$ cat src/rtl/xbar_pkg.sv
// -----------------------------------------------------------------------------
// xbar_pkg
// Shared crossbar constants for the response return path.
//   QTY_OF_DEVICES   : default number of masters and slaves (square crossbar)
//   DEVICE_ADDR_SIZE : bits needed to name one master
//   DATA_WIDTH       : default read-data width
//   master_idx_t     : type of a master index at the default crossbar size
// -----------------------------------------------------------------------------
package xbar_pkg;

    localparam int QTY_OF_DEVICES   = 4;
    localparam int DEVICE_ADDR_SIZE = $clog2(QTY_OF_DEVICES);
    localparam int DATA_WIDTH       = 32;

    typedef logic [DEVICE_ADDR_SIZE-1:0] master_idx_t;

endpackage

$ cat src/rtl/response_return_router_if.sv
// -----------------------------------------------------------------------------
// response_return_router_if
// Bundles every per-slave and per-master signal of the response router.
//   s_accept_i / s_accept_master_i / s_accept_read_i : accepted-request notice
//   s_resp_i / s_rdata_i                             : slave read response
//   s_resp_ready_o                                   : router takes response
//   s_full_o                                         : slave tag FIFO is full
//   m_resp_o / m_rdata_o                             : response to each master
//   err_o                                            : sticky protocol error
// Modport slave is the router's view; modport master is the surrounding
// crossbar that feeds the router and consumes its outputs.
// -----------------------------------------------------------------------------
interface response_return_router_if #(
    parameter int N_DEV      = xbar_pkg::QTY_OF_DEVICES,
    parameter int DATA_WIDTH = xbar_pkg::DATA_WIDTH
);

    localparam int IDX_W = (N_DEV > 1) ? $clog2(N_DEV) : 1;

    logic [N_DEV-1:0]                  s_accept_i;
    logic [N_DEV-1:0][IDX_W-1:0]       s_accept_master_i;
    logic [N_DEV-1:0]                  s_accept_read_i;
    logic [N_DEV-1:0]                  s_resp_i;
    logic [N_DEV-1:0][DATA_WIDTH-1:0]  s_rdata_i;
    logic [N_DEV-1:0]                  s_resp_ready_o;
    logic [N_DEV-1:0]                  s_full_o;
    logic [N_DEV-1:0]                  m_resp_o;
    logic [N_DEV-1:0][DATA_WIDTH-1:0]  m_rdata_o;
    logic                              err_o;

    modport slave (
        input  s_accept_i,
        input  s_accept_master_i,
        input  s_accept_read_i,
        input  s_resp_i,
        input  s_rdata_i,
        output s_resp_ready_o,
        output s_full_o,
        output m_resp_o,
        output m_rdata_o,
        output err_o
    );

    modport master (
        output s_accept_i,
        output s_accept_master_i,
        output s_accept_read_i,
        output s_resp_i,
        output s_rdata_i,
        input  s_resp_ready_o,
        input  s_full_o,
        input  m_resp_o,
        input  m_rdata_o,
        input  err_o
    );

endinterface

$ cat src/rtl/tag_fifo.sv
// -----------------------------------------------------------------------------
// tag_fifo
// Small FIFO remembering which master each outstanding read belongs to.
//   clk, rst   : clock and synchronous active-high reset
//   push       : write push_data (ignored when full unless popping too)
//   push_data  : tag to store
//   pop        : drop the head entry (ignored when empty)
//   full/empty : occupancy flags
//   head       : oldest stored tag
// Pointers carry one extra wrap bit so full and empty are told apart without
// a separate counter. DEPTH must be a power of two, at least 2.
// -----------------------------------------------------------------------------
module tag_fifo #(
    parameter int WIDTH = 2,
    parameter int DEPTH = 4
) (
    input  logic             clk,
    input  logic             rst,
    input  logic             push,
    input  logic [WIDTH-1:0] push_data,
    input  logic             pop,
    output logic             full,
    output logic             empty,
    output logic [WIDTH-1:0] head
);

    localparam int ADDR_W = $clog2(DEPTH);
    localparam int PTR_W  = ADDR_W + 1;

    logic [WIDTH-1:0] mem [DEPTH];
    logic [PTR_W-1:0] wr_ptr;
    logic [PTR_W-1:0] rd_ptr;
    logic             do_push;
    logic             do_pop;

    assign empty   = (wr_ptr == rd_ptr);
    assign full    = (wr_ptr[ADDR_W-1:0] == rd_ptr[ADDR_W-1:0]) &&
                     (wr_ptr[ADDR_W] != rd_ptr[ADDR_W]);
    assign do_pop  = pop & ~empty;
    // A pop frees the slot this cycle, so a push while full is still taken.
    assign do_push = push & (~full | do_pop);
    assign head    = mem[rd_ptr[ADDR_W-1:0]];

    // Storage array; left unreset since empty/full guard every read.
    always_ff @(posedge clk) begin
        if (do_push) begin
            mem[wr_ptr[ADDR_W-1:0]] <= push_data;
        end
    end

    // Read and write pointers advance independently and wrap naturally.
    always_ff @(posedge clk) begin
        if (rst) begin
            wr_ptr <= '0;
            rd_ptr <= '0;
        end else begin
            if (do_push) begin
                wr_ptr <= wr_ptr + PTR_W'(1);
            end
            if (do_pop) begin
                rd_ptr <= rd_ptr + PTR_W'(1);
            end
        end
    end

endmodule

$ cat src/rtl/response_return_router.sv
// -----------------------------------------------------------------------------
// response_return_router
// Routes slave read responses back to the master that issued each read.
//   clk, rst : clock and synchronous active-high reset
//   bus      : response_return_router_if.slave (see interface for signals)
// Each slave owns a tag FIFO filled as its reads are accepted. A response pops
// the head tag and parks {tag, data} in that slave's hold register. Every
// cycle each master picks the lowest-index hold register aimed at it; the
// winner's data is registered onto m_resp_o/m_rdata_o. Losers simply wait,
// which back-pressures their slave through s_resp_ready_o.
// -----------------------------------------------------------------------------
module response_return_router #(
    parameter int N_DEV      = xbar_pkg::QTY_OF_DEVICES,
    parameter int DATA_WIDTH = xbar_pkg::DATA_WIDTH,
    parameter int TAG_DEPTH  = 4
) (
    input  logic                    clk,
    input  logic                    rst,
    response_return_router_if.slave bus
);

    import xbar_pkg::*;

    localparam int IDX_W = (N_DEV > 1) ? $clog2(N_DEV) : 1;

    logic [N_DEV-1:0]                 fifo_push;
    logic [N_DEV-1:0]                 fifo_pop;
    logic [N_DEV-1:0]                 fifo_full;
    logic [N_DEV-1:0]                 fifo_empty;
    logic [N_DEV-1:0][IDX_W-1:0]      fifo_head;

    logic [N_DEV-1:0]                 resp_ready;
    logic [N_DEV-1:0]                 resp_xfer;
    logic [N_DEV-1:0]                 deliver;
    logic [N_DEV-1:0]                 overflow;
    logic [N_DEV-1:0]                 orphan;

    logic [N_DEV-1:0]                 hold_valid;
    logic [N_DEV-1:0][IDX_W-1:0]      hold_tag;
    logic [N_DEV-1:0][DATA_WIDTH-1:0] hold_data;

    logic [N_DEV-1:0]                 resp_next;
    logic [N_DEV-1:0][DATA_WIDTH-1:0] rdata_next;
    logic [N_DEV-1:0]                 m_resp_q;
    logic [N_DEV-1:0][DATA_WIDTH-1:0] m_rdata_q;
    logic                             err_q;

    // One tag FIFO per slave; only reads leave a tag behind.
    for (genvar s = 0; s < N_DEV; s++) begin : g_slave
        assign fifo_push[s] = bus.s_accept_i[s] & bus.s_accept_read_i[s];

        tag_fifo #(
            .WIDTH (IDX_W),
            .DEPTH (TAG_DEPTH)
        ) u_tag_fifo (
            .clk       (clk),
            .rst       (rst),
            .push      (fifo_push[s]),
            .push_data (bus.s_accept_master_i[s]),
            .pop       (fifo_pop[s]),
            .full      (fifo_full[s]),
            .empty     (fifo_empty[s]),
            .head      (fifo_head[s])
        );
    end

    // A hold register can take a new response if it is empty or is being
    // handed to its master this very cycle.
    assign resp_ready = ~hold_valid | deliver;
    assign resp_xfer  = bus.s_resp_i & resp_ready;
    assign fifo_pop   = resp_xfer & ~fifo_empty;
    assign overflow   = fifo_push & fifo_full & ~fifo_pop;
    assign orphan     = resp_xfer & fifo_empty;

    assign bus.s_resp_ready_o = resp_ready;
    assign bus.s_full_o       = fifo_full;
    assign bus.m_resp_o       = m_resp_q;
    assign bus.m_rdata_o      = m_rdata_q;
    assign bus.err_o          = err_q;

    // Fixed priority per master: a hold register wins unless a lower-index
    // valid hold register is aimed at the same master.
    always_comb begin
        deliver = hold_valid;
        for (int s = 0; s < N_DEV; s++) begin
            for (int j = 0; j < N_DEV; j++) begin
                if (j < s && hold_valid[j] && hold_tag[j] == hold_tag[s]) begin
                    deliver[s] = 1'b0;
                end
            end
        end
    end

    // Steer each winning hold register to its master; at most one winner per
    // master exists, so scan order does not matter. Idle masters keep data.
    always_comb begin
        resp_next  = '0;
        rdata_next = m_rdata_q;
        for (int s = 0; s < N_DEV; s++) begin
            if (deliver[s]) begin
                resp_next[hold_tag[s]]  = 1'b1;
                rdata_next[hold_tag[s]] = hold_data[s];
            end
        end
    end

    // Hold registers: load on a response that found a tag, otherwise clear
    // once delivered. A response with no tag is discarded here.
    always_ff @(posedge clk) begin
        if (rst) begin
            hold_valid <= '0;
            hold_tag   <= '0;
            hold_data  <= '0;
        end else begin
            for (int s = 0; s < N_DEV; s++) begin
                if (fifo_pop[s]) begin
                    hold_valid[s] <= 1'b1;
                    hold_tag[s]   <= fifo_head[s];
                    hold_data[s]  <= bus.s_rdata_i[s];
                end else if (deliver[s]) begin
                    hold_valid[s] <= 1'b0;
                end
            end
        end
    end

    // Registered master outputs and the sticky error flag.
    always_ff @(posedge clk) begin
        if (rst) begin
            m_resp_q  <= '0;
            m_rdata_q <= '0;
            err_q     <= 1'b0;
        end else begin
            m_resp_q  <= resp_next;
            m_rdata_q <= rdata_next;
            err_q     <= err_q | (|overflow) | (|orphan);
        end
    end

endmodule

$ cat src/flat_wrapper.sv
// flat-port wrapper written by rule: the top's interface ports become plain ports
module response_return_router_flat import xbar_pkg::*;
#(
    parameter int N_DEV      = xbar_pkg::QTY_OF_DEVICES,
    parameter int DATA_WIDTH = xbar_pkg::DATA_WIDTH,
    parameter int TAG_DEPTH  = 4
)
  (clk, rst, bus_s_accept_i, bus_s_accept_master_i, bus_s_accept_read_i, bus_s_resp_i, bus_s_rdata_i, bus_s_resp_ready_o, bus_s_full_o, bus_m_resp_o, bus_m_rdata_o, bus_err_o);
  response_return_router_if #(.N_DEV(N_DEV), .DATA_WIDTH(DATA_WIDTH)) bus_i ();
  input  logic clk;
  input  logic rst;
  input wire logic [$bits(bus_i.s_accept_i)-1:0] bus_s_accept_i;
  input wire logic [$bits(bus_i.s_accept_master_i)-1:0] bus_s_accept_master_i;
  input wire logic [$bits(bus_i.s_accept_read_i)-1:0] bus_s_accept_read_i;
  input wire logic [$bits(bus_i.s_resp_i)-1:0] bus_s_resp_i;
  input wire logic [$bits(bus_i.s_rdata_i)-1:0] bus_s_rdata_i;
  output wire logic [$bits(bus_i.s_resp_ready_o)-1:0] bus_s_resp_ready_o;
  output wire logic [$bits(bus_i.s_full_o)-1:0] bus_s_full_o;
  output wire logic [$bits(bus_i.m_resp_o)-1:0] bus_m_resp_o;
  output wire logic [$bits(bus_i.m_rdata_o)-1:0] bus_m_rdata_o;
  output wire logic [$bits(bus_i.err_o)-1:0] bus_err_o;
  assign bus_i.s_accept_i = bus_s_accept_i;
  assign bus_i.s_accept_master_i = bus_s_accept_master_i;
  assign bus_i.s_accept_read_i = bus_s_accept_read_i;
  assign bus_i.s_resp_i = bus_s_resp_i;
  assign bus_i.s_rdata_i = bus_s_rdata_i;
  assign bus_s_resp_ready_o = bus_i.s_resp_ready_o;
  assign bus_s_full_o = bus_i.s_full_o;
  assign bus_m_resp_o = bus_i.m_resp_o;
  assign bus_m_rdata_o = bus_i.m_rdata_o;
  assign bus_err_o = bus_i.err_o;
  response_return_router #(.N_DEV(N_DEV), .DATA_WIDTH(DATA_WIDTH), .TAG_DEPTH(TAG_DEPTH)) u_core (.clk(clk), .rst(rst), .bus(bus_i));
endmodule
$ cat config.mk
export PLATFORM = sky130hd
export DESIGN_NAME = response_return_router_flat
export DESIGN_NICKNAME = d
export VERILOG_FILES = /design/src/rtl/xbar_pkg.sv /design/src/rtl/response_return_router_if.sv /design/src/rtl/tag_fifo.sv /design/src/rtl/response_return_router.sv /design/src/flat_wrapper.sv
export SDC_FILE = /design/constraint.sdc
export NUM_CORES = 1
export LEC_CHECK = 0
export BUFFER_PORTS_ARGS = -buffer_cell sky130_fd_sc_hd__buf_2
export CAP_MARGIN = 0
export CORE_ASPECT_RATIO = 0.75
export CORE_MARGIN = 2
export CORE_UTILIZATION = 44
export DETAILED_ROUTE_END_ITERATION = 8
export MAX_ROUTING_LAYER = met4
export PLACE_DENSITY_LB_ADDON = 0.08
export SYNTH_ARGS = -nofsm -noshare
export SYNTH_HDL_FRONTEND = slang
export SYNTH_HIERARCHICAL = 1
export SYNTH_SLANG_ARGS = --single-unit
$ cat constraint.sdc
create_clock -name clk -period 6.3 [get_ports clk]
set_input_delay 1.575 -clock clk [delete_from_list [all_inputs] [get_ports clk]]
set_output_delay 1.575 -clock clk [all_outputs]
set_load 0.05 [all_outputs]
==> reports/results.txt <==
Hold Vio Cnt, Final - 0
Core ar. - 0.0383 sq mm
max-cap violation count - 0
endpoint type of the worst setup path - output port
worst vdd ir - 0.197 mV
area leader, netlist - dfxtp_1
initial antenna violation count - 3
vias in the first global route - 15000
Setup CP Type - reg -> out
Hold Path Stages - 2
top-count cell post-synth - nand2_1
Worst R2R Path Depth - 9
post-CTS setup buffers - 0
GP Congestion - 0.831
Clk pwr share - 0.407
Reg power frac - 0.445
PD cells - 276 mW/mm^2
worst min-delay path startpoint - u_core/hold_data[47]
CTS tree - done
top_reg_cell synth - dfxtp_1
DIE WIDTH - 232 um
full die area - 0.0405 sq mm
P_int - 3860 uW
Post-Syn Area - 0.0171 sq mm
gr usage total - 0.305
outcome - finished, final reports clean
crit path DAT - 2990 ps
asr flop ratio synth - 0
sequential fraction of the synthesis area - 0.413
met3 usage - 0.0493
M1 GR Usage - 0.420
Crit Path Max Fanout - 37
DR vias/cell - 5.87
syn nets - 2109
Crit Reg-Reg Endpoint - u_core/g_slave[1].u_tag_fifo/mem[1][0]
Synth top area share - 0.357
busiest layer in global routing - met2
storage element area - 0.00707 sq mm
Worst setup SP type - flop
synth top area cells - dfxtp_1 (36%), mux2i_1 (10%), nand2_1 (7.5%)
CTS sink cnt - 337
final wirelength - 61000 um
First-pass DRT Iterations - 6
global-route wire length before repair - 92200 um
via count - 15600
die span in y - 175 um
DP HPWL - 36900 um
initial DRC count - 1642
post-route cell area - 0.0199 sq mm
reg2reg setup slack - 3070 ps
worst hold-check path type - reg -> reg
Leak - 0.00892 uW
Req. time, crit path - 4720 ps
final period utilization - 0.724
Filler Cells Inserted - 3707
layout cell share with drive strength beyond 1 - 0.209
Yosys reg bits - 337
switching power share of the total - 0.297
Avg WL per Cell - 22.9 um
multi-input gate area in the final layout - 0.00918 sq mm
combinational fraction of design power - 0.148
layout net count - 2290
Syn. warnings - 6
worst-skew pair later-pin latency - 540 ps
CTS HTree Levels - 2
root buffer cell - clkbuf_16
Slew @ Worst Pin - 1070 ps
setup_tns - 0 ps
RSZ-0062 raised after global routing - no
row count - 62
clock slew at reported path FFs - 60 ps
M2 GR Usage - 0.450
Longest Clk Path Bufs - 3
IO Port Bufs - 289
# resized after CTS - 0
# IOs - 291
Cells after Synth - 1939
FMAX - 219 MHz
largest net degree at the start of global routing - 164
synthesis-to-layout area growth - 16.4%
r2r startpoint - u_core/g_slave[1].u_tag_fifo/wr_ptr[0]
Psw - 1630 uW
Hold EP - u_core/hold_data[47]
# DRC - 0
fin crit period - 4560 ps
cts hold-fix bufs - 0
total grt overflow - 0
Distinct cells, synth - 56
Relative slew margins - 0.284
CTS Buf Count - 37
Max Slew Vio Count - 0
Initial Util - 0.446
Setup Skew - 31.1 ps
Post-synth EDFFs - 32
Final ANT Viol Nets - 0
# setup viols final - 0
most frequent cells after synthesis - nand2_1 (342), dfxtp_1 (305), nor2_1 (256)
Cell Area, Placed - 0.0187 sq mm
Mapped Avg Cell Area - 8.81 sq um
==> cells by family after synthesis <==
| family | count (synthesis) | share of synthesized area |
|---|---|---|
| xor gates and xnor gates | 28 | 0.0196 |
| muxes | 194 | 0.122 |
| and+or+nand+nor | 730 | 0.182 |
| other | 1 | 0.000219 |
| buffers and inverters | 201 | 0.0524 |
| adders and majority gates | 20 | 0.0146 |
| AOI/OAI and AO/OA | 428 | 0.196 |
| DFF | 337 | 0.413 |
==> area by class of cell <==
type | count | share of cell area
diodes | 3 | 0.000377
clock buffers | 59 | 0.0584
clock inverters | 8 | 0.00365
inverters | 28 | 0.00528
multi-input cells | 1401 | 0.461
flip-flops and latches | 337 | 0.355
well taps | 512 | 0.0322
repair buffers | 315 | 0.0836
==> cell usage in the layout, fill, tap and decap left out, drive strengths merged, types with 2 or more instances in the layout <==
cell and count:
clkinv 6, or4 2, nand4bb 4, buf 315, nand2b 18, nor4 4
a31oi 10, nor3b 3, nand2 342, clkbuf 59, edfxtp 32, mux2i 170
mux2 16, a211o 68, nand3b 7, xnor2 22, o21ai 35, a21oi 109
inv 29, nor2 256, xor2 6, ha 20, o211ai 64, nand3 40
and3 6, a41oi 9, nand4b 3, nand4 13, nor2b 13, mux4 8
dfxtp 305, and2 17, a311oi 128, diode 3
==> power by group through the flow <==
stage	Combinational (uW)	Clock (uW)	Sequential, uW
6_report	814	2230	2440
3_5_place_dp	811	0	2490
5_1_grt	877	2360	2460
2_1_floorplan	447	0	2560
3_3_place_gp	798	0	2490
4_1_cts	813	2270	2440
==> stage by stage <==
step / util / instances / hold WS [ps] / power [uW] / setup WS [ps]
detailed placement: 0.487 / 2593 / 507 / 3300 / 2250
floorplan: - / 1939 / 472 / 3000 / 3030
global route: 0.519 / 2663 / 541 / 5690 / 1620
CTS: 0.519 / 2660 / 515 / 5520 / 1760
finish: 0.519 / 2663 / 513 / 5490 / 1740
global placement: 0.487 / 2593 / 504 / 3280 / 2340
==> registers in the layout, indices dropped and copies added, names as in the netlist, named ones only <==
register                          count
u_core/hold_valid                     4
u_core/bus.m_resp_o                   4
u_core/hold_tag                       8
u_core/g_slave.u_tag_fifo/wr_ptr     12
u_core/hold_data                    128
u_core/g_slave.u_tag_fifo/rd_ptr     12
u_core/g_slave.u_tag_fifo/mem        32
u_core/bus.err_o                      1
u_core/bus.m_rdata_o                128
==> routing by layer <==
layer	vias to the layer above	wire [um]
met5	-	0
met4	0	2090
met3	118	4590
met2	697	26900
met1	7522	27400
li1	7285	-
==> how the worst max path moves through the flow <==
stage                             from                                endpoint  slack [ps]
finish              u_core/hold_tag[5]                   bus_s_resp_ready_o[3]        1740
global route        u_core/hold_tag[5]                   bus_s_resp_ready_o[3]        1620
CTS                 u_core/hold_tag[5]                   bus_s_resp_ready_o[3]        1760
detailed placement     bus_s_resp_i[1]  u_core/g_slave[1].u_tag_fifo/mem[1][0]        2250
global placement       bus_s_resp_i[1]  u_core/g_slave[1].u_tag_fifo/mem[1][0]        2340
floorplan           u_core/hold_tag[0]                   bus_s_resp_ready_o[3]        3030
==> worst max-delay path, cell delays in order (launching register included) <==
cell,delay [ps]
dfxtp_1,600
xnor2_1,190
nand3_1,250
a31oi_4,220
buf_4,380
inv_2,410
buf_2,350
(Power assumes the default switching activity.)
